==> config.mk <==
export PLATFORM = sky130hd
export DESIGN_NAME = load_reg_arbiter
export DESIGN_NICKNAME = d
export VERILOG_FILES = /design/src/rtl/load_reg_arb_pkg.sv /design/src/rtl/rr_pick.sv /design/src/rtl/load_reg_arbiter.sv
export SDC_FILE = /design/constraint.sdc
export NUM_CORES = 1
export LEC_CHECK = 0
export BUFFER_PORTS_ARGS = -buffer_cell sky130_fd_sc_hd__clkbuf_2
export CORE_ASPECT_RATIO = 0.5
export CORE_UTILIZATION = 42
export CTS_CLUSTER_DIAMETER = 50
export DETAILED_ROUTE_END_ITERATION = 16
export PLACE_DENSITY = 0.8
export SYNTH_ARGS = -nofsm -noshare
export SYNTH_HDL_FRONTEND = slang
export SYNTH_SLANG_ARGS = --single-unit
==> constraint.sdc <==
create_clock -name clk -period 2.4 [get_ports clk]
set_input_delay 0.36 -clock clk [delete_from_list [all_inputs] [get_ports clk]]
set_output_delay 0.36 -clock clk [all_outputs]
set_load 0.05 [all_outputs]
==> src/rtl/load_reg_arb_pkg.sv <==
// Shared definitions for the load-register arbiter.
//   state_t    : arbiter FSM encodings (IDLE / LOAD / ACK; 2'd3 is unused)
//   WIDTH_DEF  : default data width of the shared register
//   N_REQ_DEF  : default number of requesters
package load_reg_arb_pkg;

  localparam int WIDTH_DEF = 16;
  localparam int N_REQ_DEF = 4;

  typedef enum logic [1:0] {
    ST_IDLE = 2'd0,
    ST_LOAD = 2'd1,
    ST_ACK  = 2'd2
  } state_t;

endpackage

==> src/rtl/rr_pick.sv <==
// Combinational round-robin picker.
// Scans req starting one position after ptr (ptr+1, ptr+2, ... modulo N_REQ)
// and returns the first set index.
//   req     : request vector, bit i belongs to requester i
//   ptr     : index of the most recently served requester
//   winner  : first requesting index after ptr (0 when any_req is low)
//   any_req : high when at least one request bit is set
module rr_pick
  import load_reg_arb_pkg::*;
#(
  parameter int N_REQ = N_REQ_DEF,
  parameter int IDW   = $clog2(N_REQ)
) (
  input  logic [N_REQ-1:0] req,
  input  logic [IDW-1:0]   ptr,
  output logic [IDW-1:0]   winner,
  output logic             any_req
);

  // One extra bit so ptr + offset (at most 2*N_REQ-1) never overflows.
  localparam logic [IDW:0] NR = (IDW+1)'(N_REQ);

  logic [IDW:0] idx;

  always_comb begin
    winner  = '0;
    any_req = |req;
    idx     = '0;
    // Walk offsets from farthest to nearest so the nearest hit wins.
    for (int off = N_REQ; off >= 1; off--) begin
      idx = {1'b0, ptr} + (IDW+1)'(off);
      if (idx >= NR) idx = idx - NR;
      if (req[idx[IDW-1:0]]) winner = idx[IDW-1:0];
    end
  end

endmodule

==> src/rtl/load_reg_arbiter.sv <==
// Round-robin arbiter sharing one downstream load register among N_REQ
// requesters using a four-phase req/ack handshake. One write at a time:
// IDLE -> LOAD (one-cycle load strobe) -> ACK (held until req drops) -> IDLE.
// Outputs decode only from the registered state and grant, so there is no
// combinational path from req to any output.
//
// Optional feature: define LOAD_REG_ARB_STATS_EN to add a saturating write
// counter (write_count) with a synchronous clear input (stats_clr).
//
// Ports:
//   clk         : system clock, rising edge
//   rst         : asynchronous active-high reset
//   req         : per-requester write request
//   din         : packed data, requester i at [i*WIDTH +: WIDTH]
//   ack         : per-requester acknowledge (one-hot or zero)
//   reg_load    : load strobe to the shared register
//   reg_d       : data to the shared register (held outside LOAD)
//   grant_id    : index of the current or last granted requester
//   busy        : high whenever the arbiter is not idle
//   stats_clr   : (stats build) synchronous clear of write_count
//   write_count : (stats build) saturating count of LOAD cycles
module load_reg_arbiter
  import load_reg_arb_pkg::*;
#(
  parameter int   WIDTH = WIDTH_DEF,
  parameter int   N_REQ = N_REQ_DEF,
  localparam int  IDW   = $clog2(N_REQ)
) (
  input  logic                   clk,
  input  logic                   rst,
  input  logic [N_REQ-1:0]       req,
  input  logic [N_REQ*WIDTH-1:0] din,
`ifdef LOAD_REG_ARB_STATS_EN
  input  logic                   stats_clr,
  output logic [15:0]            write_count,
`endif
  output logic [N_REQ-1:0]       ack,
  output logic                   reg_load,
  output logic [WIDTH-1:0]       reg_d,
  output logic [IDW-1:0]         grant_id,
  output logic                   busy
);

  state_t         state_q, state_d;
  logic [IDW-1:0] ptr_q;
  logic [IDW-1:0] winner;
  logic           any_req;

  rr_pick #(
    .N_REQ (N_REQ),
    .IDW   (IDW)
  ) u_pick (
    .req     (req),
    .ptr     (ptr_q),
    .winner  (winner),
    .any_req (any_req)
  );

  // Next-state logic.
  always_comb begin
    state_d = state_q;
    case (state_q)
      ST_IDLE: if (any_req) state_d = ST_LOAD;
      ST_LOAD: state_d = ST_ACK;
      // A req dropped already during LOAD leaves ACK after a single cycle.
      ST_ACK:  if (!req[grant_id]) state_d = ST_IDLE;
      default: state_d = ST_IDLE;
    endcase
  end

  // State, grant, pointer and data registers. The data word is captured at
  // the grant edge, so reg_d is valid throughout LOAD and holds afterwards.
  always_ff @(posedge clk or posedge rst) begin
    if (rst) begin
      state_q  <= ST_IDLE;
      ptr_q    <= IDW'(N_REQ-1);
      grant_id <= '0;
      reg_d    <= '0;
    end else begin
      state_q <= state_d;
      if (state_q == ST_IDLE && any_req) begin
        grant_id <= winner;
        reg_d    <= din[winner*WIDTH +: WIDTH];
      end
      if (state_q == ST_LOAD) ptr_q <= grant_id;
    end
  end

  // Moore output decode.
  always_comb begin
    ack      = '0;
    reg_load = (state_q == ST_LOAD);
    busy     = (state_q != ST_IDLE);
    if (state_q == ST_ACK) ack[grant_id] = 1'b1;
  end

`ifdef LOAD_REG_ARB_STATS_EN
  // Clear beats a same-cycle increment; the count sticks at all-ones.
  always_ff @(posedge clk or posedge rst) begin
    if (rst) begin
      write_count <= '0;
    end else if (stats_clr) begin
      write_count <= '0;
    end else if (state_q == ST_LOAD && write_count != 16'hFFFF) begin
      write_count <= write_count + 16'd1;
    end
  end
`endif

endmodule

==> flow_summary.ini <==
[logic_synthesis]
syn-cell-area_mm2 = 0.00141
synth_cells = 131
synth-edff-count = 0
ys.flop_type = dfrtp_1
yosysWarningCount = 0
async_reset_ff_share_pct = 100
synthTopCellsByArea = dfrtp_1 35%, mux2i_1 23%, o221ai_1 9.9%
syn_nets = 201
synth.distinct_cells = 29
seq_area_frac_synth_pct = 39.1
yosysTopAreaCell = dfrtp_1
synth.top_cell.area_share_pct = 35.4
synth-seq-cells = 22
syn_area_per_cell_um2 = 10.8
synth.most_common_cell = mux2i_1
synthTopCellsByCount = 33 x mux2i_1, 23 x nand2_1, 20 x dfrtp_1

[setup_path]
crit_type = flop to flop
start_kind = flop
path_cells = nand2b_1 -> a21oi_2 -> o221ai_4 -> buf_12 -> mux2i_1 -> o221ai_1
cp_slowest_cell = dfstp_2
critPathBufInv = 1
arrival_ns = 1.91
cp-end-kind = flop
slowest_delay_ns = 0.58
cp_top_family = flip-flops
required_ns = 2.52
crit_fanout = 33

[die]
start_util_pct = 45.6
dieWidth_um = 84.0
dieHeight_um = 43.0
core_mm2 = 0.00310
io_pins = 94
die_area_mm2 = 0.00361
fp-row-count = 14

[timing]
min_period_ns = 1.79
max_freq_mhz = 558
worst_slew_pin_slew_ns = 0.835
slew_violations = 0
hold_viol = 0
slew_headroom_pct = 44.2
setup_tns_ns = 0
clock_skew_ns = 0.00741
min_period_over_period_pct = 74.7
setup_violations = 0
rsz0062_at_grt = no
fin_ws_ns = 0.607

[grt]
grt_pass1_wl_mm = 5.80
overflow = 0
grt_max_degree = 34
antenna_found_initial = 0
grt_usage_pct = 20.3
grt_pass1_vias = 1365

[clock_network]
clk_pin_slew_ns = 0.08
clock_latency_ns = 0.26
holdBufCountCts = 0
cts_tree = yes
cts-resized-gates = 0
cts.sinks = 22
cts_root_buf = clkbuf_8
cts_htree_levels = 1
clk_path_buf_depth = 2
cts_buffers = 3
cts_setup_buffers = 0

[placed_design]
hpwlAfterDp_mm = 2.77
io_buffers = 93
dp_slack_ns = 0.636
placed_cell_area_mm2 = 0.00187
finalWeightedCongestion = 0.791

[run_status]
status = complete, but fails checks
violations = design-rule violations

[final_layout]
diodes = 0
nNetsFinal = 293
final_cell_area_mm2 = 0.00192
syn_to_final_growth_pct = 35.6
drive_above_1_share_pct = 47.7

[routing]
drt_wl_total_mm = 3.61
drc = 4
vias = 1394
drt_pass1_iterations = 10
drt_first_iter_violations = 79
post_drt_wl_per_cell_um = 13.8
drtAntennaViolNets = 0
vias_per_cell = 5.32

[power_and_ir_drop]
power.density_mw_per_mm2 = 1430
vdd_drop_max_v = 0.000618
leakage_nw = 1.08

[min_path]
hold_path_class = input port to async pin

[job]
maxCapViolations = 0
[layer usage]
metal	part of all wire [%]	GRT usage [%]
met5	0	0
met4	0.94	6.55
met3	3.8	4.47
met2	55	39.8
met1	40	22.2
[layout make-up]
class / instances / area [um^2]
repair buffers: 95 / 493
clock buffers: 4 / 45.0
fillers: 282 / 1180
inverters: 3 / 16.3
flip-flops and latches: 22 / 553
multi-input cells: 98 / 758
well taps: 40 / 50.0
[kinds of logic after synthesis]
group,synth area share (%)
DFF,39.1
buffers and inverters,7.17
AOI/OAI and AO/OA,15.0
and+or+nand+nor,12.9
muxes,25.8
[where the power goes]
| part | internal (mW) | leakage (nW) | switching, mW |
|---|---|---|---|
| Clock | 0.118 | 0.0228 | 0.117 |
| Combinational | 0.565 | 0.793 | 1.22 |
| Sequential | 0.572 | 0.267 | 0.144 |
[placed cells by master (no fill, tap or decap), drive strengths merged]
| cell type | synthesis | final |
|---|---|---|
| clkbuf | 0 | 97 |
| a31oi | 1 | 1 |
| and2b | 1 | 1 |
| nor3 | 1 | 1 |
| mux4 | 1 | 1 |
| nor2b | 2 | 2 |
| dfrtp | 20 | 20 |
| o221ai | 17 | 17 |
| mux2i | 33 | 33 |
| inv | 3 | 3 |
| nor2 | 3 | 3 |
| or2 | 1 | 1 |
| nor3b | 1 | 1 |
| dfstp | 2 | 2 |
| and3 | 1 | 1 |
| nand2 | 24 | 24 |
| o21ai | 1 | 1 |
| a21o | 2 | 2 |
| nand2b | 5 | 5 |
| a21oi | 3 | 3 |
| buf | 8 | 2 |
| mux2 | 1 | 1 |
[flip-flops by register name, summed over array words and instances, names as in the netlist]
signal    cells
grant_id      2
ptr_q         2
state_q       2
reg_d        16
[worst paths after layout]
kind | start | to | slack (ns) | cells past startpoint
max in group asynchronous | rst | reg_d[7] | 1.64 | 2
setup reg to reg | ptr_q[1] | reg_d[7] | 0.61 | 6
min in group clk | din[0] | reg_d[0] | 0.41 | 3
hold reg to reg | reg_d[10] | reg_d[10] | 0.49 | 2
hold / removal | rst | reg_d[1] | 0.24 | 2
setup / recovery | ptr_q[1] | reg_d[7] | 0.61 | 6
[through the flow]
step                utilization (%)  hold WS (ns)  power [mW]  std cells
global route                   61.8         0.309        2.88        262
finish                         61.8         0.237        2.73        262
global placement               60.3         0.470        2.47        258
detailed placement             60.3         0.472        2.51        258
CTS                            61.8         0.268        2.74        262
floorplan                         -         0.348        2.17        131
(Power assumes the default switching activity.)
